**config.mk**
```make
export PLATFORM = sky130hd
export DESIGN_NAME = q_lowqli_out
export DESIGN_NICKNAME = d
export VERILOG_FILES = /design/src/rtl/q_lowqli_out.sv
export SDC_FILE = /design/constraint.sdc
export NUM_CORES = 1
export LEC_CHECK = 0
export CORE_ASPECT_RATIO = 1.1
export CORE_MARGIN = 2
export CORE_UTILIZATION = 63
export CTS_CLUSTER_SIZE = 14
export DETAILED_ROUTE_END_ITERATION = 10
export DONT_BUFFER_PORTS = 1
export HOLD_SLACK_MARGIN = 0.1
export PLACE_DENSITY = 0.84
export SLEW_MARGIN = 20
export SYNTH_ARGS = -nofsm -noshare
export SYNTH_HDL_FRONTEND = slang
export SYNTH_SLANG_ARGS = --single-unit
export TNS_END_PERCENT = 5
```
**constraint.sdc**
```tcl
create_clock -name clock -period 3.4 [get_ports clock]
set_clock_uncertainty 0.2 [all_clocks]
set_input_delay 0.85 -clock clock [delete_from_list [all_inputs] [get_ports clock]]
set_output_delay 0.85 -clock clock [all_outputs]
set_load 0.05 [all_outputs]
```
**src/rtl/q_lowqli_out.sv**
```systemverilog
// q_lowqli_out: single-stream elastic output queue for a page stream.
// Ring of DEPTH-1 entries plus an output register that drives qout_*.
// qin_b is advisory: it asserts SLACK entries early, and tokens are still
// accepted while there is room. A token arriving at a full queue that is
// not draining is dropped.
// Optional feature macro: Q_LOWQLI_OUT_OVF_CHECK_EN adds a sticky `ovf`
// port and a simulation-only drop report.
module q_lowqli_out #(
  parameter int WIDTH     = 17,
  parameter int DEPTH     = 4,
  parameter int LOG_DEPTH = 2,
  parameter int SLACK     = 1
) (
  input  logic             clock,
  input  logic             reset,
  input  logic [WIDTH-1:0] qin_d,
  input  logic             qin_v,
  output logic             qin_b,
  output logic [WIDTH-1:0] qout_d,
  output logic             qout_v,
  input  logic             qout_b
`ifdef Q_LOWQLI_OUT_OVF_CHECK_EN
  ,
  output logic             ovf
`endif
);

  localparam int RING   = DEPTH - 1;
  localparam int LAST_I = DEPTH - 2;
  localparam int THR_I  = DEPTH - SLACK;
  localparam logic [LOG_DEPTH:0]   FULL = DEPTH[LOG_DEPTH:0];
  localparam logic [LOG_DEPTH:0]   THR  = THR_I[LOG_DEPTH:0];
  localparam logic [LOG_DEPTH:0]   ONE  = {{LOG_DEPTH{1'b0}}, 1'b1};
  localparam logic [LOG_DEPTH-1:0] LAST = LAST_I[LOG_DEPTH-1:0];

  logic [WIDTH-1:0]     ring_q [RING];
  logic [LOG_DEPTH-1:0] rd_ptr, wr_ptr;
  logic [LOG_DEPTH:0]   count;

  logic deq, enq, drop, ring_empty, load_out, ring_rd, ring_wr, bypass;

  // Transfer decisions, all from registered state plus this cycle's handshakes.
  // The output register is empty only when the whole queue is empty, so
  // ring occupancy is count minus the output register.
  always_comb begin
    deq        = qout_v && !qout_b;
    enq        = qin_v && ((count < FULL) || deq);
    drop       = qin_v && (count == FULL) && !deq;
    ring_empty = (count == '0) || (qout_v && (count == ONE));
    load_out   = !qout_v || deq;
    ring_rd    = load_out && !ring_empty;
    bypass     = load_out && ring_empty && enq;
    ring_wr    = enq && !bypass;
    qin_b      = (count >= THR);
  end

  // Output register, pointers and occupancy count.
  always_ff @(posedge clock or posedge reset) begin
    if (reset) begin
      qout_v <= 1'b0;
      qout_d <= '0;
      rd_ptr <= '0;
      wr_ptr <= '0;
      count  <= '0;
    end else begin
      if (load_out) begin
        if (ring_rd) begin
          qout_v <= 1'b1;
          qout_d <= ring_q[rd_ptr];
        end else if (bypass) begin
          qout_v <= 1'b1;
          qout_d <= qin_d;
        end else begin
          qout_v <= 1'b0;
        end
      end
      if (ring_rd) rd_ptr <= (rd_ptr == LAST) ? '0 : rd_ptr + 1'b1;
      if (ring_wr) wr_ptr <= (wr_ptr == LAST) ? '0 : wr_ptr + 1'b1;
      if (enq && !deq)      count <= count + ONE;
      else if (deq && !enq) count <= count - ONE;
    end
  end

  // Ring storage. When full and draining, the head slot is read (old value)
  // and rewritten in the same cycle, which the nonblocking write allows.
  always_ff @(posedge clock or posedge reset) begin
    if (reset) begin
      for (int i = 0; i < RING; i++) ring_q[i] <= '0;
    end else if (ring_wr) begin
      ring_q[wr_ptr] <= qin_d;
    end
  end

`ifdef Q_LOWQLI_OUT_OVF_CHECK_EN
  // Sticky overflow: set on the first dropped token, held until reset.
  always_ff @(posedge clock or posedge reset) begin
    if (reset)     ovf <= 1'b0;
    else if (drop) ovf <= 1'b1;
  end

`ifndef SYNTHESIS
  // Simulation-only drop report.
  always @(posedge clock) begin
    if (!reset && drop) $display("q_lowqli_out: token dropped at %0t", $time);
  end
`endif
`endif

endmodule

```
# After elaboration in Yosys (flattened, before gate mapping)
# Index checks and enable logic that the tools add are counted.
# word_totals
mem_bits_rw,0
romBits,0
latchBits,0
n_memories,0
wordCells,59
ff_bits,76
output_inout_bits,19
# op_classes
reduce_logical,23
magnitude_cmp,5
shifts,0
mul,0
muxes,14
n_addsub,4
bitwise,2
eq_ne,3
div,0
# op_table
operator,n
17-bit two-way mux,5
51-bit bitwise mux,1
17-bit binary-select mux with 2-bit select,1
17-bit demux with 2-bit select,1
1-bit logical AND,10
3-bit >= comparator (second input constant),2
1-bit zero test,6
3-bit two-way mux,2
2-bit NOT with 3-bit output,2
2-bit by 1-bit adder with 2-bit output (second input constant),2
2-bit == test (second input constant),2
2-bit two-way mux,2
2-bit nonzero test,2
3-bit by 1-bit adder with 3-bit output (second input constant),1
3-bit by 1-bit == test with 1-bit output (second input constant),1
3-bit by 2-bit >= comparator with 1-bit output (second input constant),1
3-bit zero test,1
1-bit logical OR,3
3-bit by 1-bit less-than comparator with 1-bit output (second input constant),1
3-bit less-than comparator (second input constant),1
3-bit by 1-bit subtractor with 3-bit output (second input constant),1
1-bit two-way mux,2
2-bit AND reduction,1

# Depth between registers and ports, before layout
# depth
word_depth,8
ltp_mapped,7
mapped_depth_nobuf,6

# Worst setup path before layout
# Ideal clock, no wire load.
# synth_timing
path_type,flip-flop to output port
startpoint,reg count[0]
endpoint,out qin_b
setup_slack_ps,784
arrival_ps,1566
path_stages_with_launch,3
required_ps,2350
cell_sequence,dfrtp_1 > inv_1 > o21ai_0
# synth_between
elab_chain_cells,1
# synth_lines
item,line_no,text
from (decl),38,logic [LOG_DEPTH:0] count;
from (signal assigned),79,if (enq && !deq) count <= count + ONE;
from (signal assigned),80,else if (deq && !enq) count <= count - ONE;
3-bit by 2-bit >= comparator with 1-bit output,54,qin_b = (count >= THR);
to (decl),18,"output logic qin_b,"
# No other way between the ends.

# Worst setup path in the final report
# layout_timing
startpoint,reg count[2]
endpoint,out qin_b
# Same word-level chain as after synthesis.

==> out/metrics.cfg <==
[logic_synthesis]
area_fraction_in_compound_gates_after_synthesis=0.0732
synth_warnings=0
syn-cell-area_sq_mm=0.00364
synth_simple_gate_area_share=0.0279
synthesized_area_divided_by_synthesized_cell_count_sq_um=14.0
post_synth_xor_area_fraction=0.00928
synth_top_area_cell=sky130_fd_sc_hd__dfrtp_1
synth-seq-cells=76
yosys-mux-area-fraction=0.314
synth_fa_ha_area_frac=0.0206
synth_largest_type_area_fraction=0.523
synth-seq-area-share=0.523
combinational_family_with_the_most_area_after_synthesis=multiplexers
synthCells=260
synthesis.nets=287
yosysUniqueCellTypes=32
yosys-top-cells-area=sky130_fd_sc_hd__dfrtp_1 52%, sky130_fd_sc_hd__mux2i_1 14%, sky130_fd_sc_hd__mux2_2 14%, sky130_fd_sc_hd__a2bb2oi_1 4.1%, sky130_fd_sc_hd__mux2_4 3.7%

[clocking]
clock_sink_count=76
cts_made_buffers=9
tritoncts=built
clk_latency_ns=0.34
cts_repair_resize_count=0
cts.htree.levels=3
cts.clk_slew.worst_paths_ns=0.07
clock-root-buffer=sky130_fd_sc_hd__clkbuf_8
postCtsSetupRepairBufs=0
clock_path_buffers=2
cts_hold_buffers=0

[critical_path]
path_class=register to primary output
critical_path_required_ns=2.35
critical_path.slowest_cell=sky130_fd_sc_hd__o21ai_1
timing.critical_path.fanout_max=9
cp-end-kind=primary output
start_kind=register
critPathBufInv=1
cp.arrival_ns=1.64
cp_cell_sequence=inv_1, ha_1, nor2_1, o21ai_1
slowest_delay_ns=0.51
cpLargestDelayFamily=compound AO/OA/AOI/OAI gates

[cells_and_area]
syn_to_final_growth_pct=8.29
diodes=0
final_cells=347
count_of_nets_after_finishing=292
drive_above_1_share=0.311
multi_input_area_sq_mm=0.00163
layout.cells.most_common=sky130_fd_sc_hd__dfrtp_1
mostFrequentLayoutCells=76 x sky130_fd_sc_hd__dfrtp_1, 51 x sky130_fd_sc_hd__mux2i_1, 44 x sky130_fd_sc_hd__mux2_2
layout.filler_cells=428
ff_latch_area_sq_mm=0.00190

[timing]
layout_worst_path_cycle_share=0.791
timing.setup.tns_ns=0
highest_achievable_clock_rate_ghz=0.372
tmin_final_ns=2.69
maxSlewHeadroom=0.367
final_max_slew_viol_count=0
unrepaired_setup_endpoints_after_global_routing=false
hold_viol_final=0
worstMarginPinSlew_ns=0.943
finalSetupViolations=0

[route]
route.vias.total=2113
post-route-drc-count=0
route.detailed.vias_per_inst=6.09
detailedRoute.firstIterationViolations=79
drt.antenna.violating_nets=0
drtPass1Iterations=4
totalWireLength_um=6700
drt-wirelength-per-cell_um=19.3

[die]
dieArea_sq_mm=0.00640
die-width_um=76.5
std_cell_rows=29
fp.dieH_um=83.7
initial_core_util=0.643
core_sq_mm=0.00566
io-pin-count=40

[placed_design]
io_buffers=0
detailed_place_hpwl_um=4440
routabilityCongestion=0.762
place.detailed.instances=331

[pwr]
ir_drop_mv=0.704
power.share.combinational=0.373
seqPwrFrac=0.458
p_total_uw=4470
static-leakage-power_uw=0.00180
share_clk_of_total_power=0.169
cell_internal_pwr_uw=2740
net-switching-power_uw=1730
swShare=0.386
power.density_cell_area_mw_per_mm2=1130

[run_status]
outcome=complete, no violations

[grt]
first_global_vias=2227
grt_pass1_wl_um=11500
number_of_antenna_violations_at_the_first_check_in_global_routing=0
grt_usage=0.232
global_route.overflow_total=0
grt_start_max_net_pins=77

[hold_path]
worst_hold_path_type=input port to async pin

[run]
drv_cap=0

## layer usage
layer / routed length [um] / global-route usage / up-vias
met5: 0 / 0 / -
met4: 95 / 0.0694 / 0
met3: 301 / 0.0606 / 9
met2: 3140 / 0.355 / 41
met1: 3160 / 0.329 / 1100
li1: - / - / 963
## kinds of logic (layout without fill, tap and decap cells)
| kind of cell | Yosys count | in the layout |
|---|---|---|
| adder cells (fa/ha/maj) | 6 | 6 |
| flip-flops | 76 | 76 |
| multiplexers | 104 | 104 |
| XOR/XNOR | 3 | 3 |
| AO/OA/AOI/OAI | 33 | 33 |
| AND/OR/NAND/NOR | 18 | 18 |
| buffers and inverters | 20 | 30 |
## power groups by stage
| stage | registers, uW | clock network, uW | logic [uW] |
|---|---|---|---|
| 6_report | 2040 | 755 | 1670 |
| 4_1_cts | 2050 | 765 | 1680 |
| 3_3_place_gp | 2030 | 0 | 1610 |
| 5_1_grt | 2100 | 809 | 1820 |
| 2_1_floorplan | 1920 | 0 | 1480 |
| 3_5_place_dp | 2060 | 0 | 1670 |
## state kept, by name (all words and copies together) (netlist names)
register / cells
wr_ptr: 2
qout_v: 1
count: 3
ring_q: 51
qout_d: 17
rd_ptr: 2
## cell usage after synthesis (all sizes together)
master and count:
xor2 1, nand3 1, mux2 53, a21oi 3
o22a 1, nand2 3, or2 1, a211o 1
nor2 5, a21o 1, nand4b 2, buf 11
o22ai 2, a21boi 1, nand3b 2, a2bb2oi 17
ha 6, xnor2 2, a21bo 1, dfrtp 76
clkbuf 4, inv 5, nand2b 1, nor2b 2
o32a 1, or3b 1, mux2i 51, o21ai 5
## stage by stage
step	setup slack (ns)	hold WS (ns)	area (sq um)	utilization
floorplan	0.412	0.278	3640	-
global placement	0.802	0.286	3720	0.658
detailed placement	0.775	0.292	3720	0.658
CTS	0.686	0.284	3940	0.696
global route	0.596	0.308	3940	0.696
finish	0.710	0.255	3940	0.696
## path summary, 6_finish.rpt
path,from,endpoint,slack [ns],cells after the start
worst min-delay path,reset,qout_d[7]$_DFFE_PP0P_,0.26,2
max in group asynchronous,reset,ring_q[8]$_DFFE_PP0P_,2.41,2
worst max-delay path,count[2]$_DFFE_PP0P_,qin_b,0.71,4
min in group clock,ring_q[7]$_DFFE_PP0P_,ring_q[7]$_DFFE_PP0P_,0.31,1
worst max register to register,qout_v$_DFFE_PP0P_,ring_q[34]$_DFFE_PP0P_,0.80,4
worst min register to register,ring_q[7]$_DFFE_PP0P_,ring_q[7]$_DFFE_PP0P_,0.31,1
## layout make-up
| class | instances | share of cell area |
|---|---|---|
| Clock buffer | 12 | 0.0368 |
| Clock inverter | 4 | 0.0184 |
| Inverter | 5 | 0.00476 |
| Multi-Input combinational cell | 164 | 0.413 |
| Sequential cell | 76 | 0.483 |
| Tap cell | 77 | 0.0245 |
| Timing Repair Buffer | 9 | 0.0203 |
No activity file was read; power rests on OpenSTA's default activity.
